[src/rtl/div_pkg.sv]
// Shared types and helpers for the restoring divider.
// Pure declarations: no latency, no flow control.
package div_pkg;

  typedef enum logic [1:0] {
    IDLE   = 2'd0,
    RUN    = 2'd1,
    FINISH = 2'd2
  } state_t;

  // Quotient reported on divide-by-zero; slice to the operand width.
  localparam logic [63:0] DBZ_QUOTIENT = '1;

  function automatic int cnt_width(input int width);
    return $clog2(width);
  endfunction

endpackage

[src/rtl/div_sign_fix.sv]
// Two's-complement magnitude extraction and result sign restoration; combinational.
// Zero latency; no flow control.
module div_sign_fix
  import div_pkg::*;
#(
  parameter int WIDTH = 8
) (
  input  logic             signed_mode_i,
  input  logic [WIDTH-1:0] dividend_i,
  input  logic [WIDTH-1:0] divisor_i,
  output logic [WIDTH-1:0] dividend_mag_o,
  output logic [WIDTH-1:0] divisor_mag_o,
  output logic             quo_neg_o,
  output logic             rem_neg_o,
  input  logic             quo_neg_i,
  input  logic             rem_neg_i,
  input  logic [WIDTH-1:0] quo_mag_i,
  input  logic [WIDTH-1:0] rem_mag_i,
  output logic [WIDTH-1:0] quotient_o,
  output logic [WIDTH-1:0] remainder_o
);

  logic a_neg, b_neg;

  assign a_neg = signed_mode_i & dividend_i[WIDTH-1];
  assign b_neg = signed_mode_i & divisor_i[WIDTH-1];

  // The most-negative value maps onto itself, which is its correct unsigned magnitude.
  assign dividend_mag_o = a_neg ? -dividend_i : dividend_i;
  assign divisor_mag_o  = b_neg ? -divisor_i  : divisor_i;
  assign quo_neg_o      = a_neg ^ b_neg;
  assign rem_neg_o      = a_neg;

  assign quotient_o  = quo_neg_i ? -quo_mag_i : quo_mag_i;
  assign remainder_o = rem_neg_i ? -rem_mag_i : rem_mag_i;

endmodule

[src/rtl/divisor_restoring.sv]
// Restoring shift-subtract divider, one quotient bit per cycle; done at T+WIDTH+1 (T+1 on /0).
// start is honoured only in IDLE; DIVISOR_SIGNED_EN adds signed_mode_i for two's-complement operands.
module divisor_restoring #(
  parameter int WIDTH = 8
) (
  input  logic             clk,
  input  logic             reset,
`ifdef DIVISOR_SIGNED_EN
  input  logic             signed_mode_i,
`endif
  input  logic             start_i,
  input  logic [WIDTH-1:0] dividend_i,
  input  logic [WIDTH-1:0] divisor_i,
  output logic             busy_o,
  output logic             done_o,
  output logic [WIDTH-1:0] quotient_o,
  output logic [WIDTH-1:0] remainder_o,
  output logic             div_by_zero_o
);
  import div_pkg::*;

  localparam int CW = cnt_width(WIDTH);

  state_t           state_q;
  logic [CW-1:0]    cnt_q;
  logic [WIDTH-1:0] rem_q, rem_d;
  logic [WIDTH-1:0] quo_q, quo_d;
  logic [WIDTH-1:0] dvsr_q;
  logic             busy_q, done_q, dbz_q;
  logic [WIDTH-1:0] quotient_q, remainder_q;

  logic [WIDTH:0]   shifted, trial;
  logic [WIDTH-1:0] dvnd_mag, dvsr_mag, quo_fix, rem_fix;

  // The dividend is loaded into quo_q and shifted out of its MSB into the partial remainder.
  always_comb begin
    shifted = {rem_q, quo_q[WIDTH-1]};
    trial   = shifted - {1'b0, dvsr_q};
    rem_d   = shifted[WIDTH-1:0];
    quo_d   = {quo_q[WIDTH-2:0], 1'b0};
    if (!trial[WIDTH]) begin
      rem_d = trial[WIDTH-1:0];
      quo_d = {quo_q[WIDTH-2:0], 1'b1};
    end
  end

`ifdef DIVISOR_SIGNED_EN
  logic qneg_d, rneg_d, qneg_q, rneg_q;

  div_sign_fix #(.WIDTH(WIDTH)) u_sign_fix (
    .signed_mode_i  (signed_mode_i),
    .dividend_i     (dividend_i),
    .divisor_i      (divisor_i),
    .dividend_mag_o (dvnd_mag),
    .divisor_mag_o  (dvsr_mag),
    .quo_neg_o      (qneg_d),
    .rem_neg_o      (rneg_d),
    .quo_neg_i      (qneg_q),
    .rem_neg_i      (rneg_q),
    .quo_mag_i      (quo_d),
    .rem_mag_i      (rem_d),
    .quotient_o     (quo_fix),
    .remainder_o    (rem_fix)
  );
`else
  assign dvnd_mag = dividend_i;
  assign dvsr_mag = divisor_i;
  assign quo_fix  = quo_d;
  assign rem_fix  = rem_d;
`endif

  always_ff @(posedge clk) begin
    if (reset) begin
      state_q     <= IDLE;
      cnt_q       <= '0;
      rem_q       <= '0;
      quo_q       <= '0;
      dvsr_q      <= '0;
      busy_q      <= 1'b0;
      done_q      <= 1'b0;
      dbz_q       <= 1'b0;
      quotient_q  <= '0;
      remainder_q <= '0;
`ifdef DIVISOR_SIGNED_EN
      qneg_q      <= 1'b0;
      rneg_q      <= 1'b0;
`endif
    end else begin
      case (state_q)
        IDLE: begin
          done_q <= 1'b0;
          if (start_i) begin
            quo_q  <= dvnd_mag;
            dvsr_q <= dvsr_mag;
            rem_q  <= '0;
            cnt_q  <= '0;
            dbz_q  <= 1'b0;
            busy_q <= 1'b1;
`ifdef DIVISOR_SIGNED_EN
            qneg_q <= qneg_d;
            rneg_q <= rneg_d;
`endif
            if (divisor_i == '0) begin
              state_q     <= FINISH;
              done_q      <= 1'b1;
              dbz_q       <= 1'b1;
              quotient_q  <= DBZ_QUOTIENT[WIDTH-1:0];
              remainder_q <= dividend_i;
            end else begin
              state_q <= RUN;
            end
          end
        end
        RUN: begin
          rem_q <= rem_d;
          quo_q <= quo_d;
          cnt_q <= cnt_q + 1'b1;
          // Results are registered on entry to FINISH so they are valid alongside done.
          if (cnt_q == CW'(WIDTH - 1)) begin
            state_q     <= FINISH;
            done_q      <= 1'b1;
            quotient_q  <= quo_fix;
            remainder_q <= rem_fix;
          end
        end
        FINISH: begin
          done_q  <= 1'b0;
          busy_q  <= 1'b0;
          state_q <= IDLE;
        end
        default: state_q <= IDLE;
      endcase
    end
  end

  assign busy_o        = busy_q;
  assign done_o        = done_q;
  assign quotient_o    = quotient_q;
  assign remainder_o   = remainder_q;
  assign div_by_zero_o = dbz_q;

endmodule

[config.mk]
export PLATFORM = sky130hd
export DESIGN_NAME = divisor_restoring
export DESIGN_NICKNAME = d
export VERILOG_FILES = /design/src/rtl/div_pkg.sv /design/src/rtl/div_sign_fix.sv /design/src/rtl/divisor_restoring.sv
export SDC_FILE = /design/constraint.sdc
export NUM_CORES = 1
export LEC_CHECK = 0
export ABC_CLOCK_PERIOD_IN_PS = 3000
export CORE_ASPECT_RATIO = 1.5
export CORE_MARGIN = 5
export CORE_UTILIZATION = 50
export CTS_CLUSTER_SIZE = 14
export DETAILED_ROUTE_END_ITERATION = 16
export HOLD_SLACK_MARGIN = 0.15
export PLACE_DENSITY = 0.74
export SLEW_MARGIN = 20
export SYNTH_ARGS = -nofsm -noshare
export SYNTH_HDL_FRONTEND = slang
export SYNTH_SLANG_ARGS = --single-unit
[constraint.sdc]
create_clock -name clk -period 3 [get_ports clk]
set_input_delay 0.45 -clock clk [delete_from_list [all_inputs] [get_ports clk]]
set_output_delay 0.45 -clock clk [all_outputs]
set_load 0.005 [all_outputs]
==> impl_metrics.tcl, run 1 <==
set metrics [dict create \
    r2r_end "remainder_o[0]$_SDFFE_PP0P_" \
    fp-row-count 32 \
    p_leak_nw 1.16 \
    detail-route-antenna-nets 0 \
    r2r_slack_ps 210 \
    start_util_pct 51.3 \
    finalNonFillerCells 428 \
    layout-drive-gt1-share_pct 7.22 \
    die_w_microns 69.2 \
    numPortBuffers 37 \
    final.period_utilization_pct 93.1 \
    ios 38 \
    hold_buffers 0 \
    finalHoldViolations 0 \
    seqPwrFrac_pct 40.9 \
    numCtsBuffers 5 \
    arrival_ps 3010 \
    ys_types 45 \
    ys.flop_type "dfxtp_1" \
    cts_htree_levels 2 \
    postCtsSetupBuffers 0 \
    drt_iter0_markers 151 \
    fin_tns_setup_ps 0 \
    dp_hpwl_microns 4500 \
    worst-setup-path-type "reg -> reg" \
    synth_area_per_cell_sq_um 8.01 \
    setup_viol 0 \
    dieArea_sq_mm 0.00683 \
    crit_path_end_kind "register" \
    synthTopCellsByCount "nand2_1 (49), dfxtp_1 (48), a21oi_1 (31)" \
    nets 393 \
    fp.dieH_microns 98.8 \
    grtUsageTotal_pct 18.2 \
    grt_setup_unrepaired "no" \
    synth_seq_cells 48 \
    grt_pass1_wl_microns 10500 \
    area_growth_syn_to_layout_pct 20.9 \
    utilization_pct 62.0 \
    finalCriticalPeriod_ps 2790 \
    yosysTopAreaCell "dfxtp_1" \
    reg2reg_depth 10 \
    fin_worst_skew_ps 5.72 \
    via_per_inst 5.62 \
    yosysWarningCount 0 \
    p_switching_mw 0.580 \
    cts_tree "done" \
    switching_share_pct 32.6 \
    clockRootBuffer "clkbuf_8" \
    crit_path_max_fanout 24 \
    worst_pin_slew_ps 734 \
    synth.most_common_cell "nand2_1" \
    hp-class "reg -> reg" \
    pwr-share-clk_pct 28.1 \
    slew_violations 0 \
    placed_cells 420 \
    holdPathStages 2 \
    combPwrFrac_pct 31.0 \
    rr_startpoint "quo_q[7]$_SDFFE_PP0P_" \
    antenna_cells 0 \
    wl_microns 6000 \
    synth-edff-count 0 \
    synth_top_area_share_pct 36.6 \
    fillCellCount 494 \
    ys_top_cells_by_area "dfxtp_1 (37%), nand2_1 (7.0%), ha_1 (6.7%)" \
    worst_path_most_repeated_cell "inv_1" \
    first_global_vias 2335 \
    synth_area_sq_mm 0.00263 \
    status "complete, no violations" \
    vias 2405 \
    synthCells 328 \
    max_freq_mhz 358 \
    holdCritStartpoint "dvsr_q[3]$_SDFFE_PP0P_" \
    whs_endpoint "dvsr_q[3]$_SDFFE_PP0P_" \
    final_area_sq_mm 0.00318 \
    dr.pass1.iters 4 \
    coreArea_sq_mm 0.00512 \
    clk-insertion-delay-late_ps 310 \
    powerDensity_mw_per_mm2 560 \
    cts.sinks 48 \
    slew_headroom_pct 50.9 \
    cts_resized 0 \
    grt_start_max_net_pins 36 \
    peakVddDrop_mv 0.284 \
    antenna_found_initial 0 \
    drc 0 \
    seq_area_frac_synth_pct 36.6 \
    power.internal_mw 1.20 \
    path_clk_slew_ps 90 \
    routedWlPerCell_microns 14.0 \
    cpPeakStageDelay_ps 470 \
    gp_congestion 0.801 \
    cap_violations 0 \
    total_power_mw 1.78 \
    critPathRequiredTime_ps 3220 \
    grt_overflow_total 0 \
    crit_slowest_cell "nor2_4" \
    crit_chain "inv_1, ha_1, inv_1, fa_1, a211oi_2, nor3_2, mux2i_2, nor2_4, mux2_2, a311oi_1" \
    cp-start-kind "register" \
    clockBufferDepth 2 \
    syn_nets 362 \
    place_area_sq_mm 0.00306 \
    async_flop_share_pct 0 \
]
## layout by cell type, fill, tap and decap left out, types with 2 or more instances in the layout
cell type	instances
nor4_1	3
nor3b_1	2
inv_1	15
ha_1	14
a311oi_1	9
nor2_1	27
nand3_1	7
nand2_1	49
o211ai_1	2
a211oi_1	5
clkdlybuf4s50_1	37
xor2_1	2
mux2_2	4
o21bai_1	3
nor3_1	3
nand2b_1	16
a21boi_0	2
a21oi_1	30
dfxtp_1	48
nand3b_1	2
a31oi_1	8
or3_1	8
nand4_1	8
o31ai_1	2
a211o_1	2
buf_4	9
mux2i_1	6
o21ai_0	10
xnor2_1	3
clkbuf_8	6
nor2b_1	2
## kinds of logic (layout without fill, tap and decap cells)
logic type | after synthesis | count (layout) | share of synthesized area [%]
xor gates and xnor gates | 5 | 5 | 1.67
buffers and inverters | 37 | 69 | 5.90
AOI/OAI and AO/OA | 80 | 80 | 19.5
muxes | 11 | 11 | 4.52
adders and majority gates | 15 | 15 | 7.43
and+or+nand+nor | 132 | 132 | 24.4
DFF | 48 | 48 | 36.6
## worst max-delay path: cells and delay by family (launching register included)
family,cells,cell delay [ps]
mux,2,600
fa+ha+maj,2,560
simple gates,2,560
compound gates,2,530
flops,1,340
buf+inv,2,110
## through the flow
step	hold slack [ps]	setup slack (ps)
final	458	208
after global routing	478	27.8
after CTS	461	222
after detailed placement	448	240
after global placement	444	317
after floorplan	436	617
## cell type report
| type | instances | area [sq um] | area share (%) |
|---|---|---|---|
| clock buffers | 6 | 82.6 | 2.60 |
| repair buffers | 46 | 438 | 13.8 |
| multi-input cells | 243 | 1520 | 47.7 |
| inverters | 15 | 56.3 | 1.77 |
| flip-flops and latches | 48 | 961 | 30.2 |
| well taps | 68 | 85.1 | 2.68 |
| clock inverters | 2 | 38.8 | 1.22 |
## routing by layer
metal / global-route usage (%) / part of all wire [%] / vias to the layer above
met4: 6.47 / 1.3 / 0
met1: 20.9 / 44 / 1129
met2: 33.3 / 51 / 49
li1: - / - / 1220
met5: 0 / 0 / -
met3: 3.06 / 3.8 / 7
## power by group through the flow
stage	registers [mW]	logic (mW)	clock network [mW]
2_1_floorplan	0.737	0.415	0
3_3_place_gp	0.741	0.542	0
3_5_place_dp	0.743	0.552	0
4_1_cts	0.728	0.554	0.509
5_1_grt	0.736	0.615	0.534
6_report	0.728	0.552	0.500
## sequential cells by signal, summed over array words and instances, names as in the netlist
register / cells
rem_q: 8
cnt_q: 3
dvsr_q: 8
done_o: 1
div_by_zero_o: 1
quo_q: 8
state_q: 2
busy_o: 1
remainder_o: 8
quotient_o: 8
## how the worst max path moves through the flow
stage | from | slack (ps) | endpoint
finish | quo_q[7]$_SDFFE_PP0P_ | 210 | remainder_o[0]$_SDFFE_PP0P_
global route | quo_q[7]$_SDFFE_PP0P_ | 30 | remainder_o[0]$_SDFFE_PP0P_
CTS | quo_q[7]$_SDFFE_PP0P_ | 220 | remainder_o[0]$_SDFFE_PP0P_
detailed placement | quo_q[7]$_SDFFE_PP0P_ | 240 | remainder_o[0]$_SDFFE_PP0P_
global placement | quo_q[7]$_SDFFE_PP0P_ | 320 | remainder_o[0]$_SDFFE_PP0P_
floorplan | quo_q[7]$_SDFFE_PP0P_ | 620 | rem_q[4]$_SDFFE_PP0P_
Note: power is estimated with default switching activity, not from simulation.
==> inputs of run 2 (changes only) <==
--- a/config.mk
+++ b/config.mk
@@ -11,8 +11,10 @@
 export CORE_UTILIZATION = 50
 export CTS_CLUSTER_SIZE = 14
 export DETAILED_ROUTE_END_ITERATION = 16
+export GPL_TIMING_DRIVEN = 0
 export HOLD_SLACK_MARGIN = 0.15
 export PLACE_DENSITY = 0.74
+export SETUP_SLACK_MARGIN = 0.05
 export SLEW_MARGIN = 20
 export SYNTH_ARGS = -nofsm -noshare
 export SYNTH_HDL_FRONTEND = slang
==> impl_metrics.tcl, run 2 (synthesis results as in run 1) <==
set metrics [dict create \
    grt_start_max_net_pins 16 \
    clk-insertion-delay-late_ps 300 \
    grt_setup_unrepaired "no" \
    hp-class "reg -> reg" \
    final.period_utilization_pct 88.9 \
    grt_overflow_total 0 \
    start_util_pct 51.3 \
    cp_num_buf_inv 3 \
    slew_headroom_pct 59.7 \
    clockRootBuffer "clkbuf_8" \
    postCtsSetupBuffers 0 \
    path_clk_slew_ps 90 \
    fp.dieH_microns 98.8 \
    gp_congestion 0.865 \
    worst_pin_slew_ps 605 \
    slew_violations 0 \
    worst_path_most_repeated_cell "inv_1" \
    cpLargestDelayFamily "adder cells" \
    ios 38 \
    cts.sinks 48 \
    clockBufferDepth 2 \
    setup_viol 0 \
    vias 2472 \
    finalHoldViolations 0 \
    crit_slowest_cell "fa_1" \
    total_power_mw 1.82 \
    fin_worst_skew_ps 7.77 \
    drc 0 \
    finalCriticalPeriod_ps 2670 \
    max_freq_mhz 375 \
    final_common_cell "nand2_1" \
    peakVddDrop_mv 0.312 \
    grtUsageTotal_pct 19.4 \
    dieArea_sq_mm 0.00683 \
    numPortBuffers 36 \
    p_leak_nw 1.15 \
    antenna_cells 0 \
    routed.top_layer "met4" \
    status "complete, no violations" \
    wl_microns 6600 \
    cap_violations 0 \
    cts_resized 0 \
    layout-drive-gt1-share_pct 5.11 \
    m1WireLength_microns 2570 \
    cts_htree_levels 2 \
    layout_common_cells "nand2_1 (49), dfxtp_1 (48), clkdlybuf4s50_1 (36)" \
    crit_chain "inv_1, ha_1, inv_1, fa_1, a211oi_2, nor3_2, mux2i_2, nor2_4, buf_6, or3b_1, a31oi_1" \
    fp-row-count 32 \
    powerDensity_mw_per_mm2 569 \
    fin_tns_setup_ps 0 \
    detail-route-antenna-nets 0 \
    arrival_ps 2900 \
    worst-setup-path-type "reg -> reg" \
    dr.pass1.iters 4 \
    crit_path_max_fanout 10 \
    cpPeakStageDelay_ps 430 \
    wl_met3_microns 263 \
    drt_iter0_markers 124 \
    dr_wl_met2_microns 3660 \
    cts_tree "done" \
    area_growth_syn_to_layout_pct 21.6 \
    nets 405 \
    first_global_vias 2355 \
    die_w_microns 69.2 \
    crit_path_end_kind "register" \
    critPathRequiredTime_ps 3230 \
    grt_pass1_wl_microns 10900 \
    dp_hpwl_microns 5170 \
    place_area_sq_mm 0.00307 \
    via_per_inst 5.62 \
    coreArea_sq_mm 0.00512 \
    fillCellCount 487 \
    antenna_found_initial 0 \
    cp-start-kind "register" \
    routedWlPerCell_microns 15.0 \
    hold_buffers 0 \
    numCtsBuffers 5 \
    utilization_pct 62.3 \
    final_area_sq_mm 0.00319 \
]
## run 2: cell count changes in the layout (fill, tap and decap cells not counted), sizes merged
cell	before	now
clkdlybuf4s50	37	36
clkbuf	6	20
buf	9	8
## run 2: tightest hold or removal path, delay by kind of cell (launching register included)
| kind | cells | cell delay (ps) |
|---|---|---|
| flip-flops | 1 | 320 |
| AND/OR/NAND/NOR | 1 | 50 |
| AO/OA/AOI/OAI | 1 | 50 |
## run 2: area by class of cell
type / count / area, sq um / share of cell area [%]
multi-input combinational: 243 / 1510 / 47.3
buffer: 22 / 98.8 / 3.09
tap: 68 / 85.1 / 2.66
inverter: 15 / 56.3 / 1.76
timing repair buffer: 36 / 360 / 11.3
clock inverter: 2 / 38.8 / 1.21
clock buffer: 6 / 82.6 / 2.59
sequential: 48 / 961 / 30.1
## run 2: path summary, 6_finish.rpt
path	startpoint	to	slack (ps)	depth (start not counted)
max reg2reg	quo_q[7]$_SDFFE_PP0P_	rem_q[4]$_SDFFE_PP0P_	330	11
min	dvsr_q[5]$_SDFFE_PP0P_	dvsr_q[5]$_SDFFE_PP0P_	460	2
min reg2reg	dvsr_q[5]$_SDFFE_PP0P_	dvsr_q[5]$_SDFFE_PP0P_	460	2
max	quo_q[7]$_SDFFE_PP0P_	rem_q[4]$_SDFFE_PP0P_	330	11
## run 2: per-stage QoR
| step | setup WS (ps) | hold slack [ps] | std cells |
|---|---|---|---|
| after floorplan | 617 | 436 | 328 |
| after global placement | 163 | 443 | 432 |
| after detailed placement | 182 | 448 | 432 |
| after CTS | 321 | 461 | 440 |
| after global routing | 180 | 484 | 440 |
| final | 332 | 459 | 440 |
## run 2: per-layer routing
metal,up-vias,global-route usage (%)
met5,-,0
li1,1247,-
met4,0,6.47
met1,1150,20.0
met2,63,38.5
met3,12,3.67
## run 2: power by group
group	switching, mW	total [mW]	internal (mW)
logic	0.339	0.590	0.251
registers	0.0355	0.728	0.692
clock network	0.227	0.500	0.273
==> inputs of run 3 (changes only) <==
==> constraint.sdc (replaced) <==
create_clock -name clk -period 3 [get_ports clk]
set_input_delay 0.45 -clock clk [delete_from_list [all_inputs] [get_ports clk]]
set_output_delay 0.45 -clock clk [all_outputs]
set_load 0.05 [all_outputs]
==> results of run 3 <==
The final DEF is identical to that of run 2. Status: complete, no violations.
Among the figures that moved: total power 1.82 mW -> 1.88 mW; worst IR drop on VDD 0.312 mV -> 0.314 mV
